File: config.mk
export PLATFORM = sky130hd
export DESIGN_NAME = ram_port_arbiter_flat
export DESIGN_NICKNAME = d
export VERILOG_FILES = /design/src/rtl/ram_port_arbiter_if.sv /design/src/rtl/ram_port_arbiter.sv /design/src/flat_wrapper.sv
export SDC_FILE = /design/constraint.sdc
export NUM_CORES = 1
export LEC_CHECK = 0
export ABC_AREA = 0
export BUFFER_PORTS_ARGS = -buffer_cell sky130_fd_sc_hd__clkbuf_2
export CAP_MARGIN = 20
export CORE_MARGIN = 8
export CORE_UTILIZATION = 46
export DETAILED_ROUTE_END_ITERATION = 10
export PLACE_DENSITY = 0.76
export SLEW_MARGIN = 20
export SYNTH_ARGS = -nofsm -noshare
export SYNTH_HDL_FRONTEND = slang
export SYNTH_SLANG_ARGS = --single-unit
File: constraint.sdc
create_clock -name clk -period 1.9 [get_ports clk]
set_input_delay 0.285 -clock clk [delete_from_list [all_inputs] [get_ports clk]]
set_output_delay 0.285 -clock clk [all_outputs]
set_load 0.05 [all_outputs]
File: src/rtl/ram_port_arbiter_if.sv
// ram_port_arbiter_if
//   Bundles every handshake and bus signal around the RAM port arbiter.
//   Two requesters share one single-port RAM: CPU (default priority) and host.
//   Request side : *_req, *_we, *_addr, *_wdata in; *_gnt, *_rdata, *_rvalid out.
//   RAM side     : ram_addr, ram_wdata, ram_rden, ram_wren out; ram_rdata in.
//   Status       : host_wait (host pending but not granted this cycle).
//   Modports     : slave  - arbiter view (takes requests, drives the RAM)
//                  master - environment view (requesters plus the RAM itself)
interface ram_port_arbiter_if #(
  parameter int AW = 8,
  parameter int DW = 8
);
  logic          cpu_req;
  logic          cpu_we;
  logic [AW-1:0] cpu_addr;
  logic [DW-1:0] cpu_wdata;
  logic          cpu_gnt;
  logic [DW-1:0] cpu_rdata;
  logic          cpu_rvalid;

  logic          host_req;
  logic          host_we;
  logic [AW-1:0] host_addr;
  logic [DW-1:0] host_wdata;
  logic          host_gnt;
  logic [DW-1:0] host_rdata;
  logic          host_rvalid;
  logic          host_wait;

  logic [AW-1:0] ram_addr;
  logic [DW-1:0] ram_wdata;
  logic          ram_rden;
  logic          ram_wren;
  logic [DW-1:0] ram_rdata;

  modport slave (
    input  cpu_req, cpu_we, cpu_addr, cpu_wdata,
    output cpu_gnt, cpu_rdata, cpu_rvalid,
    input  host_req, host_we, host_addr, host_wdata,
    output host_gnt, host_rdata, host_rvalid, host_wait,
    output ram_addr, ram_wdata, ram_rden, ram_wren,
    input  ram_rdata
  );

  modport master (
    output cpu_req, cpu_we, cpu_addr, cpu_wdata,
    input  cpu_gnt, cpu_rdata, cpu_rvalid,
    output host_req, host_we, host_addr, host_wdata,
    input  host_gnt, host_rdata, host_rvalid, host_wait,
    input  ram_addr, ram_wdata, ram_rden, ram_wren,
    output ram_rdata
  );
endinterface

File: src/rtl/ram_port_arbiter.sv
// ram_port_arbiter
//   Shares one single-port synchronous RAM between the CPU and the host port.
//   The CPU wins by default; after STARVE_LIMIT consecutive cycles of the host
//   being denied, the host is granted for one cycle even if the CPU requests.
//   Read data comes back one cycle after the granted read and is steered to
//   whichever requester issued that read.
//   Ports:
//     clk  - system clock, rising edge
//     rst  - asynchronous reset, active-low
//     bus  - ram_port_arbiter_if.slave (requester handshakes + RAM drive)
module ram_port_arbiter #(
  parameter int AW           = 8,
  parameter int DW           = 8,
  parameter int STARVE_LIMIT = 3
) (
  input  logic                 clk,
  input  logic                 rst,
  ram_port_arbiter_if.slave    bus
);

  localparam logic [3:0] LIMIT = 4'(STARVE_LIMIT);

  typedef enum logic [0:0] {ARB, FORCE} state_e;
  typedef enum logic [1:0] {OWN_NONE, OWN_CPU, OWN_HOST} owner_e;

  state_e        state_q, state_d;
  logic [3:0]    wait_cnt_q, wait_cnt_d;
  owner_e        rd_owner_q, rd_owner_d;
  logic [AW-1:0] addr_q, addr_d;
  logic [DW-1:0] wdata_q, wdata_d;
  logic [DW-1:0] cpu_rdata_q, cpu_rdata_d;
  logic [DW-1:0] host_rdata_q, host_rdata_d;

  logic          cpu_gnt, host_gnt, host_wait;
  logic          ram_rden, ram_wren;
  logic          cpu_rvalid, host_rvalid;
  logic [DW-1:0] cpu_rdata, host_rdata;

  always_comb begin
    state_d      = state_q;
    wait_cnt_d   = 4'd0;
    rd_owner_d   = OWN_NONE;
    addr_d       = addr_q;
    wdata_d      = wdata_q;
    cpu_gnt      = 1'b0;
    host_gnt     = 1'b0;
    ram_rden     = 1'b0;
    ram_wren     = 1'b0;

    // Grants are combinational but gated by reset so nothing leaks out while
    // rst is held low, even though the registers are already cleared.
    if (rst) begin
      if (state_q == FORCE && bus.host_req) begin
        host_gnt = 1'b1;
      end else if (bus.cpu_req) begin
        cpu_gnt = 1'b1;
      end else if (bus.host_req) begin
        host_gnt = 1'b1;
      end
    end

    host_wait = bus.host_req & ~host_gnt;

    // Drive the RAM from the winner; with no winner the address/data stay at
    // the last granted values so the RAM pins do not toggle needlessly.
    if (cpu_gnt) begin
      addr_d     = bus.cpu_addr;
      wdata_d    = bus.cpu_wdata;
      ram_wren   = bus.cpu_we;
      ram_rden   = ~bus.cpu_we;
      rd_owner_d = bus.cpu_we ? OWN_NONE : OWN_CPU;
    end else if (host_gnt) begin
      addr_d     = bus.host_addr;
      wdata_d    = bus.host_wdata;
      ram_wren   = bus.host_we;
      ram_rden   = ~bus.host_we;
      rd_owner_d = bus.host_we ? OWN_NONE : OWN_HOST;
    end

    if (host_wait) begin
      wait_cnt_d = (wait_cnt_q >= LIMIT) ? LIMIT : wait_cnt_q + 4'd1;
    end

    // FORCE lasts exactly one cycle; it is entered on the edge where the
    // starvation count reaches the limit.
    case (state_q)
      ARB:     if (host_wait && wait_cnt_q == LIMIT - 4'd1) state_d = FORCE;
      FORCE:   state_d = ARB;
      default: state_d = ARB;
    endcase
  end

  // The RAM has one cycle of read latency, so the owner registered at the
  // grant edge sees ram_rdata directly; the other side keeps its last value.
  assign cpu_rvalid   = (rd_owner_q == OWN_CPU);
  assign host_rvalid  = (rd_owner_q == OWN_HOST);
  assign cpu_rdata    = cpu_rvalid  ? bus.ram_rdata : cpu_rdata_q;
  assign host_rdata   = host_rvalid ? bus.ram_rdata : host_rdata_q;
  assign cpu_rdata_d  = cpu_rdata;
  assign host_rdata_d = host_rdata;

  always_ff @(posedge clk or negedge rst) begin
    if (!rst) begin
      state_q      <= ARB;
      wait_cnt_q   <= 4'd0;
      rd_owner_q   <= OWN_NONE;
      addr_q       <= '0;
      wdata_q      <= '0;
      cpu_rdata_q  <= '0;
      host_rdata_q <= '0;
    end else begin
      state_q      <= state_d;
      wait_cnt_q   <= wait_cnt_d;
      rd_owner_q   <= rd_owner_d;
      addr_q       <= addr_d;
      wdata_q      <= wdata_d;
      cpu_rdata_q  <= cpu_rdata_d;
      host_rdata_q <= host_rdata_d;
    end
  end

  assign bus.cpu_gnt     = cpu_gnt;
  assign bus.host_gnt    = host_gnt;
  assign bus.host_wait   = host_wait;
  assign bus.cpu_rvalid  = cpu_rvalid;
  assign bus.host_rvalid = host_rvalid;
  assign bus.cpu_rdata   = cpu_rdata;
  assign bus.host_rdata  = host_rdata;
  assign bus.ram_addr    = (cpu_gnt | host_gnt) ? addr_d  : addr_q;
  assign bus.ram_wdata   = (cpu_gnt | host_gnt) ? wdata_d : wdata_q;
  assign bus.ram_rden    = ram_rden;
  assign bus.ram_wren    = ram_wren;

endmodule

File: src/flat_wrapper.sv
// flat-port wrapper written by rule: the top's interface ports become plain ports
module ram_port_arbiter_flat 
#(
  parameter int AW           = 8,
  parameter int DW           = 8,
  parameter int STARVE_LIMIT = 3
)
  (clk, rst, bus_cpu_req, bus_cpu_we, bus_cpu_addr, bus_cpu_wdata, bus_cpu_gnt, bus_cpu_rdata, bus_cpu_rvalid, bus_host_req, bus_host_we, bus_host_addr, bus_host_wdata, bus_host_gnt, bus_host_rdata, bus_host_rvalid, bus_host_wait, bus_ram_addr, bus_ram_wdata, bus_ram_rden, bus_ram_wren, bus_ram_rdata);
  ram_port_arbiter_if #(.AW(AW), .DW(DW)) bus_i ();
  input  logic clk;
  input  logic rst;
  input wire logic [$bits(bus_i.cpu_req)-1:0] bus_cpu_req;
  input wire logic [$bits(bus_i.cpu_we)-1:0] bus_cpu_we;
  input wire logic [$bits(bus_i.cpu_addr)-1:0] bus_cpu_addr;
  input wire logic [$bits(bus_i.cpu_wdata)-1:0] bus_cpu_wdata;
  output wire logic [$bits(bus_i.cpu_gnt)-1:0] bus_cpu_gnt;
  output wire logic [$bits(bus_i.cpu_rdata)-1:0] bus_cpu_rdata;
  output wire logic [$bits(bus_i.cpu_rvalid)-1:0] bus_cpu_rvalid;
  input wire logic [$bits(bus_i.host_req)-1:0] bus_host_req;
  input wire logic [$bits(bus_i.host_we)-1:0] bus_host_we;
  input wire logic [$bits(bus_i.host_addr)-1:0] bus_host_addr;
  input wire logic [$bits(bus_i.host_wdata)-1:0] bus_host_wdata;
  output wire logic [$bits(bus_i.host_gnt)-1:0] bus_host_gnt;
  output wire logic [$bits(bus_i.host_rdata)-1:0] bus_host_rdata;
  output wire logic [$bits(bus_i.host_rvalid)-1:0] bus_host_rvalid;
  output wire logic [$bits(bus_i.host_wait)-1:0] bus_host_wait;
  output wire logic [$bits(bus_i.ram_addr)-1:0] bus_ram_addr;
  output wire logic [$bits(bus_i.ram_wdata)-1:0] bus_ram_wdata;
  output wire logic [$bits(bus_i.ram_rden)-1:0] bus_ram_rden;
  output wire logic [$bits(bus_i.ram_wren)-1:0] bus_ram_wren;
  input wire logic [$bits(bus_i.ram_rdata)-1:0] bus_ram_rdata;
  assign bus_i.cpu_req = bus_cpu_req;
  assign bus_i.cpu_we = bus_cpu_we;
  assign bus_i.cpu_addr = bus_cpu_addr;
  assign bus_i.cpu_wdata = bus_cpu_wdata;
  assign bus_cpu_gnt = bus_i.cpu_gnt;
  assign bus_cpu_rdata = bus_i.cpu_rdata;
  assign bus_cpu_rvalid = bus_i.cpu_rvalid;
  assign bus_i.host_req = bus_host_req;
  assign bus_i.host_we = bus_host_we;
  assign bus_i.host_addr = bus_host_addr;
  assign bus_i.host_wdata = bus_host_wdata;
  assign bus_host_gnt = bus_i.host_gnt;
  assign bus_host_rdata = bus_i.host_rdata;
  assign bus_host_rvalid = bus_i.host_rvalid;
  assign bus_host_wait = bus_i.host_wait;
  assign bus_ram_addr = bus_i.ram_addr;
  assign bus_ram_wdata = bus_i.ram_wdata;
  assign bus_ram_rden = bus_i.ram_rden;
  assign bus_ram_wren = bus_i.ram_wren;
  assign bus_i.ram_rdata = bus_ram_rdata;
  ram_port_arbiter #(.AW(AW), .DW(DW), .STARVE_LIMIT(STARVE_LIMIT)) u_core (.clk(clk), .rst(rst), .bus(bus_i));
endmodule
==> flow_summary.rst <==
.. list-table::
   :header-rows: 1

   * - Metric
     - Value
   * - Most used standard cells in the synthesized netlist
     - 39 x sky130_fd_sc_hd__dfrtp_1, 32 x sky130_fd_sc_hd__a221o_1, 18 x sky130_fd_sc_hd__and2_1
   * - Critical path required time
     - 1.62 ns
   * - Main combinational cell family by area after synthesis
     - compound AO/OA/AOI/OAI gates
   * - Top fanout value on the critical path
     - 6
   * - Post-Synth Adder-Cell Area
     - 1.37%
   * - Critical path capture point type
     - output pin
   * - Tcrit/Tclk final
     - 98.3%
   * - Area of combinational cells with multiple inputs
     - 807 um^2
   * - Most used standard cell by instance count after synthesis
     - sky130_fd_sc_hd__dfrtp_1
   * - Total wire length after detailed routing
     - 5130 um
   * - Actual slew at the worst max-slew pin
     - 0.530 ns
   * - Number of global-route vias before repair
     - 1711
   * - Synthesis-stage register bit count
     - 39
   * - Register-to-register setup slack
     - 0.51 ns
   * - DRC violations left
     - 0
   * - CP Launch Type
     - flip-flop
   * - Switching power of the nets
     - 1050 uW
   * - Endpoint arrival time on the critical path
     - 1.58 ns
   * - Post-synth top area cell
     - sky130_fd_sc_hd__dfrtp_1
   * - Mux cell area share after synthesis
     - 9.85%
   * - Relative contribution of combinational cells to total power
     - 42.9%
   * - Compound-gate portion of the synthesized area
     - 20.9%
   * - Die area
     - 0.00625 mm^2
   * - Layout overhead on the synthesized area
     - 48.8%
   * - Cells taking the most area after synthesis
     - sky130_fd_sc_hd__dfrtp_1 53%, sky130_fd_sc_hd__a221o_1 18%, sky130_fd_sc_hd__mux2_2 9.8%, sky130_fd_sc_hd__and2_1 6.2%, sky130_fd_sc_hd__buf_6 2.5%
   * - Relative slew slack
     - 64.7%
   * - Relative contribution of the clock network to total power
     - 20.4%
   * - # IOs
     - 85
   * - Class of the tightest hold or removal check
     - in -> async
   * - Post-layout instance count excluding filler cells
     - 282
   * - Synth async-reset ratio
     - 100%
   * - Buffers added on ports
     - 84
   * - Unique masters post-synth
     - 23
   * - Std-Cell Rows
     - 23
   * - Wire length of the first global-routing pass
     - 8250 um
   * - Vertical die dimension
     - 79.1 um
   * - Final core area utilization
     - 69.5%
   * - Wire length per cell after detailed routing
     - 18.2 um
   * - Clock latency on the worst-skew pair
     - 0.29 ns
   * - Switching portion of total power
     - 39.1%
   * - Synthesized cell area
     - 0.00183 mm^2
   * - R2r startpoint
     - u_core.state_q
   * - Detailed-routing iteration count for the pre-antenna-repair pass
     - 4
   * - CTS clock-pin slew for the worst setup and hold paths
     - 0.08 ns
   * - Sequential cell area
     - 976 um^2
   * - RSZ-0062 raised after global routing
     - true
   * - Yosys top cell area share
     - 53.4%
   * - Average instance area after synthesis
     - 13.3 um^2
   * - TritonCTS Buffers
     - 5
   * - Post-layout minimum cycle time
     - 1.87 ns
   * - Capturing point of the worst reg2reg path
     - u_core.wdata_q[0]
   * - Root buffer selected by CTS
     - sky130_fd_sc_hd__clkbuf_8
   * - Yosys warns
     - 0
   * - Top FF cell, synth
     - sky130_fd_sc_hd__dfrtp_1
   * - Number of hold violations in the final report
     - 0
   * - Post-Layout Inst Area
     - 0.00272 mm^2
   * - Depth of the CTS H-tree
     - 2
   * - Synthesized-area fraction occupied by and/or/nand/nor cells
     - 9.44%
   * - Number of nets in the finished design
     - 279
   * - Int Pwr
     - 1640 uW
   * - R2R cell count
     - 3
   * - Sequential share of the synthesized area
     - 53.4%
   * - Initial antenna violation count
     - 0
   * - Clk buf depth
     - 2
   * - Filler cell count in the final layout
     - 305
   * - Core outline area
     - 0.00391 mm^2
   * - Half-perimeter wire length of the detailed placement result
     - 3630 um
   * - Maximum number of pins on one net before global-route repair
     - 37
   * - GRT Total Usage
     - 16.8%
   * - Synthesized instance count
     - 138
   * - Via count
     - 1544
   * - Peak VDD IR
     - 0.532 mV
   * - Power density normalized to cell area
     - 990 mW/mm^2
   * - Origin of the worst setup path
     - u_core.state_q
   * - Highest clock rate
     - 0.536 GHz
   * - Via-per-instance ratio
     - 5.48
   * - Die Width
     - 79.1 um
   * - Final count of pins violating max slew
     - 0
   * - Total grt overflow
     - 0
   * - XOR/XNOR Fraction of Synth Area
     - 0%
   * - Number of clock sinks seen by CTS
     - 39
   * - Final setup violating endpoints
     - 0
   * - Dpl cells
     - 270
   * - Tightest hold margin
     - 0.0813 ns
   * - Count of antenna-violating nets left after detailed routing
     - 0
   * - CTS tree
     - done
   * - MaxCap Viol Count
     - 0
   * - Sequential share of power
     - 36.7%
   * - Clock skew
     - 0.00127 ns
   * - Number of antenna repair diodes
     - 0
   * - Category of the critical setup timing path
     - reg -> out
   * - Leakage power of the design
     - 0.00132 uW
   * - EDFF count, synth
     - 0
   * - Share of final-layout standard cells stronger than drive strength 1
     - 53.9%
   * - GPL Wtd Cong
     - 0.787
   * - Starting utilization of the core area
     - 46.7%
   * - Initial DRC Count
     - 116
   * - Run status
     - finished clean
   * - Total cell area at the placement stage
     - 0.00250 mm^2
## worst max-delay path by stage
stage | end | slack [ns] | cells after the start
global placement | bus_ram_wdata[4] | -0.14 | 5
global route | bus_ram_addr[7] | -0.03 | 4
detailed placement | bus_ram_addr[3] | -0.13 | 5
finish | bus_ram_addr[7] | 0.03 | 4
floorplan | bus_ram_rden | 0.08 | 3
CTS | bus_ram_addr[4] | -0.02 | 4
## layer usage
layer / routed length (um) / global-route usage (%)
met5: 0 / 0
met4: 68 / 5.56
met3: 420 / 6.21
met2: 2730 / 29.6
met1: 1910 / 18.0
## worst max-delay path, cell delays in order, from the launching register on
cell,delay (ns)
sky130_fd_sc_hd__dfrtp_1,0.41
sky130_fd_sc_hd__nand2b_4,0.18
sky130_fd_sc_hd__and3_4,0.18
sky130_fd_sc_hd__a221o_1,0.36
sky130_fd_sc_hd__buf_12,0.16
## per-stage QoR
step | power [uW] | setup TNS (ns) | worst slack (ns)
after floorplan | 1730 | 0 | 0.0814
after global routing | 2830 | -0.142 | -0.0275
after detailed placement | 2090 | -1.46 | -0.131
after CTS | 2700 | -0.0160 | -0.0160
after global placement | 2070 | -1.54 | -0.136
final | 2690 | 0 | 0.0328
## registers in the layout, summed over array words and instances (netlist names)
name	count
u_core.addr_q	8
u_core.cpu_rdata_q	8
u_core.host_rdata_q	8
u_core.wdata_q	8
u_core.wait_cnt_q	4
u_core.rd_owner_q	2
u_core.state_q	1
## placed cells by master, fill, tap and decap left out, drive strengths merged
| cell type | count |
|---|---|
| clkbuf | 63 |
| and3 | 4 |
| nor2 | 1 |
| a22o | 2 |
| clkinvlp | 2 |
| dfrtp | 39 |
| buf | 33 |
| nor2b | 1 |
| inv | 4 |
| and2 | 18 |
| ha | 2 |
| and4b | 1 |
| nor3 | 1 |
| mux2 | 16 |
| conb | 2 |
| dlygate4sd3 | 1 |
| a31o | 1 |
| clkinv | 1 |
| nand2 | 1 |
| a21boi | 3 |
| nand2b | 2 |
| a221o | 32 |
| a21oi | 1 |
| o21ai | 1 |
## logic make-up after synthesis
family	count (synthesis)
adders and majority gates	2
muxes	16
DFF	39
AOI/OAI and AO/OA	40
and+or+nand+nor	26
buffers and inverters	14
other	1
## power groups by stage
stage	clock (uW)	sequential, uW	combinational, uW
4_1_cts	564	990	1150
6_report	550	990	1150
2_1_floorplan	0	991	743
3_5_place_dp	0	1000	1090
3_3_place_gp	0	998	1080
5_1_grt	611	1010	1210
## layout make-up
cell class	count	share of cell area [%]
clock inverter	3	0.736
multi-input combinational	89	29.7
inverter	4	0.552
timing repair buffer	92	28.4
sequential	39	35.9
tap	50	2.30
clock buffer	5	2.53
## repair_timing
action / in CTS / in global routing
hold buffers: 1 / 0
gates cloned: 2 / 1
endpoints found under the setup margin: 26 / 20
buffers inserted: 0 / 0
gates resized for setup: 22 / 17
pin swaps: 2 / 2
hold endpoints to repair: 4 / 0
No activity file was read; power rests on OpenSTA's default activity.
